==> src/rtl/branch_target_buffer.sv <==
// Direct-mapped branch target buffer with 2-bit saturating direction counters, read in the fetch stage.
// Define BTB_STATS_EN to add saturating lookup/hit/mispredict counters.
module branch_target_buffer #(
    parameter int unsigned ADDR_WIDTH = 32,
    parameter int unsigned ENTRIES    = 16
) (
    input  logic                  clk,
    input  logic                  reset,
    input  logic [ADDR_WIDTH-1:0] fetch_pc,
    output logic                  pred_taken,
    output logic [ADDR_WIDTH-1:0] pred_target,
    input  logic                  upd_valid,
    input  logic [ADDR_WIDTH-1:0] upd_pc,
    input  logic                  upd_taken,
    input  logic [ADDR_WIDTH-1:0] upd_target,
    input  logic                  upd_pred_taken,
    input  logic [ADDR_WIDTH-1:0] upd_pred_target,
    output logic                  upd_mispredict,
    input  logic                  invalidate
`ifdef BTB_STATS_EN
    ,
    output logic [31:0]           lookup_cnt,
    output logic [31:0]           hit_cnt,
    output logic [31:0]           mispredict_cnt
`endif
);

    localparam int unsigned IDX_W = $clog2(ENTRIES);
    localparam int unsigned TAG_W = ADDR_WIDTH - IDX_W - 2;

    typedef struct packed {
        logic                  valid;
        logic [TAG_W-1:0]      tag;
        logic [ADDR_WIDTH-1:0] target;
        logic [1:0]            ctr;
    } btbEntry_t;

    btbEntry_t btbTable [ENTRIES];

    logic [IDX_W-1:0] fetchIdx;
    logic [TAG_W-1:0] fetchTag;
    logic [IDX_W-1:0] updIdx;
    logic [TAG_W-1:0] updTag;
    btbEntry_t        fetchEntry;
    btbEntry_t        updEntry;
    logic             lookupHit;
    logic             updHit;
    logic             unusedPcBits;

    assign fetchIdx = fetch_pc[IDX_W+1:2];
    assign fetchTag = fetch_pc[ADDR_WIDTH-1:IDX_W+2];
    assign updIdx   = upd_pc[IDX_W+1:2];
    assign updTag   = upd_pc[ADDR_WIDTH-1:IDX_W+2];

    // Byte-offset bits are ignored: all PCs are word aligned.
    assign unusedPcBits = ^{fetch_pc[1:0], upd_pc[1:0]};

    // Zero-latency lookup from registered table state; no bypass from a same-cycle update.
    assign fetchEntry  = btbTable[fetchIdx];
    assign lookupHit   = fetchEntry.valid && (fetchEntry.tag == fetchTag);
    assign pred_taken  = lookupHit && fetchEntry.ctr[1];
    assign pred_target = lookupHit ? fetchEntry.target : '0;

    assign updEntry = btbTable[updIdx];
    assign updHit   = updEntry.valid && (updEntry.tag == updTag);

    assign upd_mispredict = upd_valid &&
                            ((upd_taken != upd_pred_taken) ||
                             (upd_taken && upd_pred_taken && (upd_target != upd_pred_target)));

    // Training: invalidate wins over a simultaneous update, and only clears valid bits.
    always_ff @(posedge clk or negedge reset) begin
        if (!reset) begin
            for (int i = 0; i < int'(ENTRIES); i++) begin
                btbTable[i].valid  <= 1'b0;
                btbTable[i].tag    <= '0;
                btbTable[i].target <= '0;
                btbTable[i].ctr    <= 2'b01;
            end
        end else if (invalidate) begin
            for (int i = 0; i < int'(ENTRIES); i++) begin
                btbTable[i].valid <= 1'b0;
            end
        end else if (upd_valid) begin
            if (updHit) begin
                if (upd_taken) begin
                    btbTable[updIdx].target <= upd_target;
                    if (updEntry.ctr != 2'b11) begin
                        btbTable[updIdx].ctr <= updEntry.ctr + 2'd1;
                    end
                end else if (updEntry.ctr != 2'b00) begin
                    btbTable[updIdx].ctr <= updEntry.ctr - 2'd1;
                end
            end else if (upd_taken) begin
                btbTable[updIdx].valid  <= 1'b1;
                btbTable[updIdx].tag    <= updTag;
                btbTable[updIdx].target <= upd_target;
                btbTable[updIdx].ctr    <= 2'b10;
            end
        end
    end

`ifdef BTB_STATS_EN
    // Saturating statistics; cleared only by reset.
    always_ff @(posedge clk or negedge reset) begin
        if (!reset) begin
            lookup_cnt     <= '0;
            hit_cnt        <= '0;
            mispredict_cnt <= '0;
        end else begin
            if (lookup_cnt != 32'hFFFF_FFFF) begin
                lookup_cnt <= lookup_cnt + 32'd1;
            end
            if (lookupHit && (hit_cnt != 32'hFFFF_FFFF)) begin
                hit_cnt <= hit_cnt + 32'd1;
            end
            if (upd_mispredict && (mispredict_cnt != 32'hFFFF_FFFF)) begin
                mispredict_cnt <= mispredict_cnt + 32'd1;
            end
        end
    end
`endif

endmodule

==> config.mk <==
export PLATFORM = sky130hd
export DESIGN_NAME = branch_target_buffer
export DESIGN_NICKNAME = d
export VERILOG_FILES = /design/src/rtl/branch_target_buffer.sv
export SDC_FILE = /design/constraint.sdc
export NUM_CORES = 2
export LEC_CHECK = 0
export BUFFER_PORTS_ARGS = -buffer_cell sky130_fd_sc_hd__buf_2
export CAP_MARGIN = 20
export CORE_MARGIN = 2
export CORE_UTILIZATION = 51
export CTS_BUF_LIST = sky130_fd_sc_hd__clkbuf_4
export DETAILED_ROUTE_END_ITERATION = 16
export PLACE_DENSITY = 0.68
export SYNTH_ARGS = -nofsm -noshare
export SYNTH_HDL_FRONTEND = slang
export SYNTH_SLANG_ARGS = --single-unit
==> constraint.sdc <==
create_clock -name clk -period 8.8 [get_ports clk]
set_input_delay 2.64 -clock clk [delete_from_list [all_inputs] [get_ports clk]]
set_output_delay 2.64 -clock clk [all_outputs]
set_load 0.01 [all_outputs]
# Word level (Yosys, flattened, before mapping)
# Cells that the tools add are included.
[totals]
register_bits = 976
in_bits = 134
output_inout_bits = 34
word_cells = 137
[classes]
addsub = 2
n_lt_le_gt_ge = 3
eq_ne = 5
n_mux = 44
bitwise_logic = 3
reduce_logical = 16
[op_table]
columns = ["operator", "n"]
rows = [
  ["bitwise mux 976 bit", 7],
  ["2-to-1 mux 976 bit", 6],
  ["demux 61 bit (select 4 bit)", 4],
  ["binary-select mux 61 bit (select 4 bit)", 2],
  ["2-to-1 mux 61 bit", 5],
  ["2-to-1 mux 60 bit", 1],
  ["equality test 26 bit", 2],
  ["2-to-1 mux 34 bit", 1],
  ["2-to-1 mux 32 bit", 1],
  ["inequality test 32 bit", 1],
  ["2-to-1 mux 1 bit", 16],
  ["greater-or-equal comparator 5 bit (second input constant)", 2],
  ["NOT 4 -> 5 bit", 2],
  ["nonzero test 2 bit", 4],
  ["logical AND 1 bit", 7],
  ["nonzero test 3 bit", 2],
  ["< comparator 5 x 1 -> 1 bit (second input constant)", 1],
  ["AND reduction 4 bit", 1],
  ["AND reduction 3 bit", 1],
  ["adder 2 x 1 -> 2 bit (second input constant)", 1],
  ["2-to-1 mux 2 bit", 1],
  ["inequality test 2 bit (second input constant)", 1],
  ["subtractor 2 x 1 -> 2 bit (second input constant)", 1],
  ["logical OR 1 bit", 1],
  ["other kinds (2)", 2],
]

# Logic depth before layout (Yosys ltp)
[depth]
word_depth = 13
ltp_mapped = 15

# Worst setup path before layout
# OpenSTA, ideal clock, no wires.
[synth_timing]
kind = "input-to-output"
from = "input fetch_pc[2]"
to = "output pred_target[10]"
t_arrival_ns = 5.431
required_time_ns = 6.160
path_slack_ns = 0.729
stages = 10
path_cell_list = "clkbuf_1 buf_2 buf_2 mux4_2 mux4_2 xor2_1 nor4_1 nand4_1 clkbuf_1 nor2b_1"
[synth_between]
elab_chain_len = 7
[synth_lines]
columns = ["element", "line", "rtl"]
rows = [
  ["start, declared", "9", "input logic [ADDR_WIDTH-1:0] fetch_pc,"],
  ["NOT 4 -> 5 bit (implied by the code) *", "59", "assign fetchEntry = btbTable[fetchIdx];"],
  ["binary-select mux 61 bit (select 4 bit) *", "59", ""],
  ["2-to-1 mux 61 bit (implied by the code) * (2 in series)", "59", ""],
  ["equality test 26 bit", "60", "assign lookupHit = fetchEntry.valid && (fetchEntry.tag == fetchTag);"],
  ["logical AND 1 bit", "60", ""],
  ["2-to-1 mux 32 bit *", "62", "assign pred_target = lookupHit ? fetchEntry.target : '0;"],
  ["end, declared", "11", "output logic [ADDR_WIDTH-1:0] pred_target,"],
]
# Mark *: on every way between the ends. The rest lies on a longest branch, timed or not. The select of a mux whose other input is x is not followed.

# Worst setup path in the final report
[layout_timing]
from = "input fetch_pc[2]"
to = "output pred_target[31]"
# Same word-level chain as after synthesis.

==> results.sh <==
export IMPL_largest_reg_flops=976
export IMPL_ys_ff_latch=976
export IMPL_syn_inst=3199
export IMPL_dieWidth_um=316.7
export IMPL_period_minus_slack_ps=8659
export IMPL_p_sw_share_pct=26.80
export IMPL_dpl_instance_area_sq_um=51940
export IMPL_grt_max_degree=201
export IMPL_drc_errors=0
export IMPL_reg_largest_list="btbTable x976"
export IMPL_clock_sink_count=976
export IMPL_setup_viol=0
export IMPL_coreArea_sq_um=96850
export IMPL_whs_ps=500.1
export IMPL_hp_start="btbTable[573]"
export IMPL_ant_nets=0
export IMPL_crit_required_ps=6160
export IMPL_hold_path_class="register to register"
export IMPL_finalHoldViolCount=0
export IMPL_syn_to_final_growth_pct=11.11
export IMPL_reg2reg_slack_ps=4070
export IMPL_via_count=31340
export IMPL_yosysUniqueCellTypes=67
export IMPL_worstPathArrival_ps=6020
export IMPL_worst_pin_slew_ps=1152
export IMPL_avgSynthCellArea_sq_um=15.59
export IMPL_grt_overflow=0
export IMPL_place_gp_congestion=0.8790
export IMPL_p_int_w=0.008403
export IMPL_fillers=7576
export IMPL_sequentialPowerShare_pct=47.4
export IMPL_yosys_top_cells_area="dfrtp_1 48%, mux4_2 18%, mux2_2 17%, mux2_1 2.8%, mux2_4 1.7%"
export IMPL_syn_nets=3336
export IMPL_drt_wl_total_mm=139.2
export IMPL_htreeDepth=5
export IMPL_firstDrtPassIters=7
export IMPL_clkPwrFrac_pct=36.6
export IMPL_cts_clk_slew_worst_paths_ps=60
export IMPL_cts_max_path_buffers=4
export IMPL_regArea_sq_um=24440
export IMPL_drv_cap=0
export IMPL_dieArea_sq_um=100300
export IMPL_synth_edff_count=0
export IMPL_synth_ff_type="dfrtp_1"
export IMPL_grt_pass1_wl_mm=211.7
export IMPL_die_y_um=316.7
export IMPL_path_max_fanout=33
export IMPL_clock_latency_ps=1180
export IMPL_rsz0062_at_grt="no"
export IMPL_wl_per_cell_um=28.37
export IMPL_fin_setup_tns_ps=0
export IMPL_cts_tree="yes"
export IMPL_drt_initial_drc_count=2480
export IMPL_skew_ps=114.4
export IMPL_timing_fmax_ghz=0.1155
export IMPL_grt_antenna_before_repair=14
export IMPL_start_util_pct=51.48
export IMPL_r2r_start="btbTable[771]"
export IMPL_p_switching_w=0.003077
export IMPL_critPathKind="input port to output pin"
export IMPL_drive_gt1_share_pct=54.39
export IMPL_ir_drop_mv=0.1166
export IMPL_period_share_pct=98.39
export IMPL_synth_top_area_share_pct=48.18
export IMPL_core_rowCount=114
export IMPL_grt_usage_pct=28.42
export IMPL_status="complete, no violations"
export IMPL_layout_nets=3585
export IMPL_cts_root_buf="clkbuf_4"
export IMPL_regMostFlops="btbTable"
export IMPL_finalInstanceArea_sq_um=55400
export IMPL_startpoint_type="input port"
export IMPL_end_kind="output pin"
export IMPL_utilization_pct=57.20
export IMPL_multi_input_area_sq_um=23870
export IMPL_dpl_hpwl_mm=84.25
export IMPL_yosys_top_cells_count="960 x dfrtp_1, 757 x mux2_2, 392 x mux4_2"
export IMPL_async_flop_share_pct=100.0
export IMPL_synth_top_area_cell="dfrtp_1"
export IMPL_power_density_nw_per_um2=207.2
export IMPL_syn_area_sq_um=49860
export IMPL_viasPerCell=6.386
export IMPL_io_pins=168
export IMPL_yosysWarnings=0
export IMPL_hold_buffers=0
export IMPL_portBuffers=163
export IMPL_slew_headroom_pct=23.22
export IMPL_drv_slew=0
export IMPL_cts_buffers=286
export IMPL_cts_resized_gates=0
export IMPL_seq_area_frac_synth_pct=49.03
export IMPL_power_frac_comb_pct=16.1
export IMPL_yosysMostFrequentCell="dfrtp_1"
export IMPL_cellLeakagePower_nw=25.64
export IMPL_grt_pass1_vias=33840
export IMPL_startpoint="fetch_pc[2]"
export IMPL_cts_setup_buffers=0
[worst max-delay path, cell delays in order]
cell	delay (ps)
buf_8	230
buf_12	220
mux4_2	520
mux4_2	490
xnor2_1	210
nand4_1	390
nor4_1	410
nand4_1	220
buf_12	220
nor2b_1	190
buf_2	150
[layout make-up]
cell class,count,area share (%)
multi-input combinational,1910,43.09
sequential,976,44.12
clock inverter,42,0.4833
inverter,12,0.08131
antenna,10,0.04517
clock buffer,420,5.692
timing repair buffer,262,3.605
tap,1276,2.882
[worst paths after layout]
check | endpoint | cells past startpoint
worst max-delay path | pred_target[31] | 11
min in group asynchronous | btbTable[478] | 1
max in group asynchronous | btbTable[606] | 3
worst min register to register | btbTable[573] | 1
worst min-delay path | btbTable[573] | 1
worst max register to register | btbTable[223] | 10
[metrics by stage]
stage	instances	setup slack, ps	power (W)
2_1_floorplan	3199	729.1	0.006728
3_3_place_gp	4435	298.7	0.007217
3_5_place_dp	4435	217.6	0.007359
4_1_cts	4897	193.6	0.01157
5_1_grt	4904	33.33	0.01201
6_report	4908	141.5	0.01148
[cell families (layout without fill, tap and decap cells)]
| group | after synthesis | count (layout) | synth area share [%] |
|---|---|---|---|
| mux | 1400 | 1400 | 40.72 |
| fa+ha+maj | 3 | 3 | 0.07529 |
| buf+inv | 313 | 736 | 3.240 |
| xor+xnor | 99 | 99 | 1.739 |
| simple gates | 232 | 232 | 2.693 |
| flops | 976 | 976 | 49.03 |
| compound gates | 176 | 176 | 2.502 |
| other cells | 0 | 10 | 0 |
[layer usage]
| metal | up-vias | GRT usage (%) | part of all wire (%) |
|---|---|---|---|
| li1 | 12860 | - | - |
| met1 | 16810 | 38.72 | 41 |
| met2 | 1289 | 44.84 | 48 |
| met3 | 373 | 6.128 | 7.2 |
| met4 | 10 | 11.39 | 3.3 |
| met5 | - | 0 | 0.045 |
[power groups by stage]
stage	sequential (W)	clock (W)	combinational (W)
after detailed placement	0.00551	0	0.00185
after global routing	0.00550	0.00453	0.00197
final	0.00544	0.00420	0.00184
after CTS	0.00543	0.00429	0.00185
after floorplan	0.00537	0	0.00136
after global placement	0.00544	0	0.00178
[cells in the final DEF, fill, tap and decap left out, types with 7 or more instances in the layout]
| cell | instances |
|---|---|
| a31oi_1 | 15 |
| nor4_1 | 9 |
| nand4_1 | 14 |
| mux4_2 | 392 |
| a22oi_1 | 7 |
| dfstp_2 | 16 |
| buf_12 | 31 |
| o22ai_1 | 23 |
| a31o_2 | 16 |
| nor3_1 | 11 |
| mux2_1 | 123 |
| xnor2_1 | 77 |
| a2bb2oi_1 | 17 |
| clkinv_1 | 31 |
| o31ai_1 | 17 |
| nor2b_1 | 42 |
| dfrtp_1 | 960 |
| buf_2 | 155 |
| nand2_1 | 42 |
| xor2_1 | 22 |
| a21oi_1 | 31 |
| nand3_1 | 23 |
| nor2_1 | 39 |
| clkbuf_4 | 420 |
| diode_2 | 10 |
| nand3_4 | 9 |
| inv_1 | 10 |
| o21ai_0 | 11 |
| nand2_2 | 11 |
| mux2i_1 | 71 |
| buf_4 | 71 |
| mux2_2 | 757 |
| mux2_4 | 57 |
Note: power is estimated with default switching activity, not from simulation.
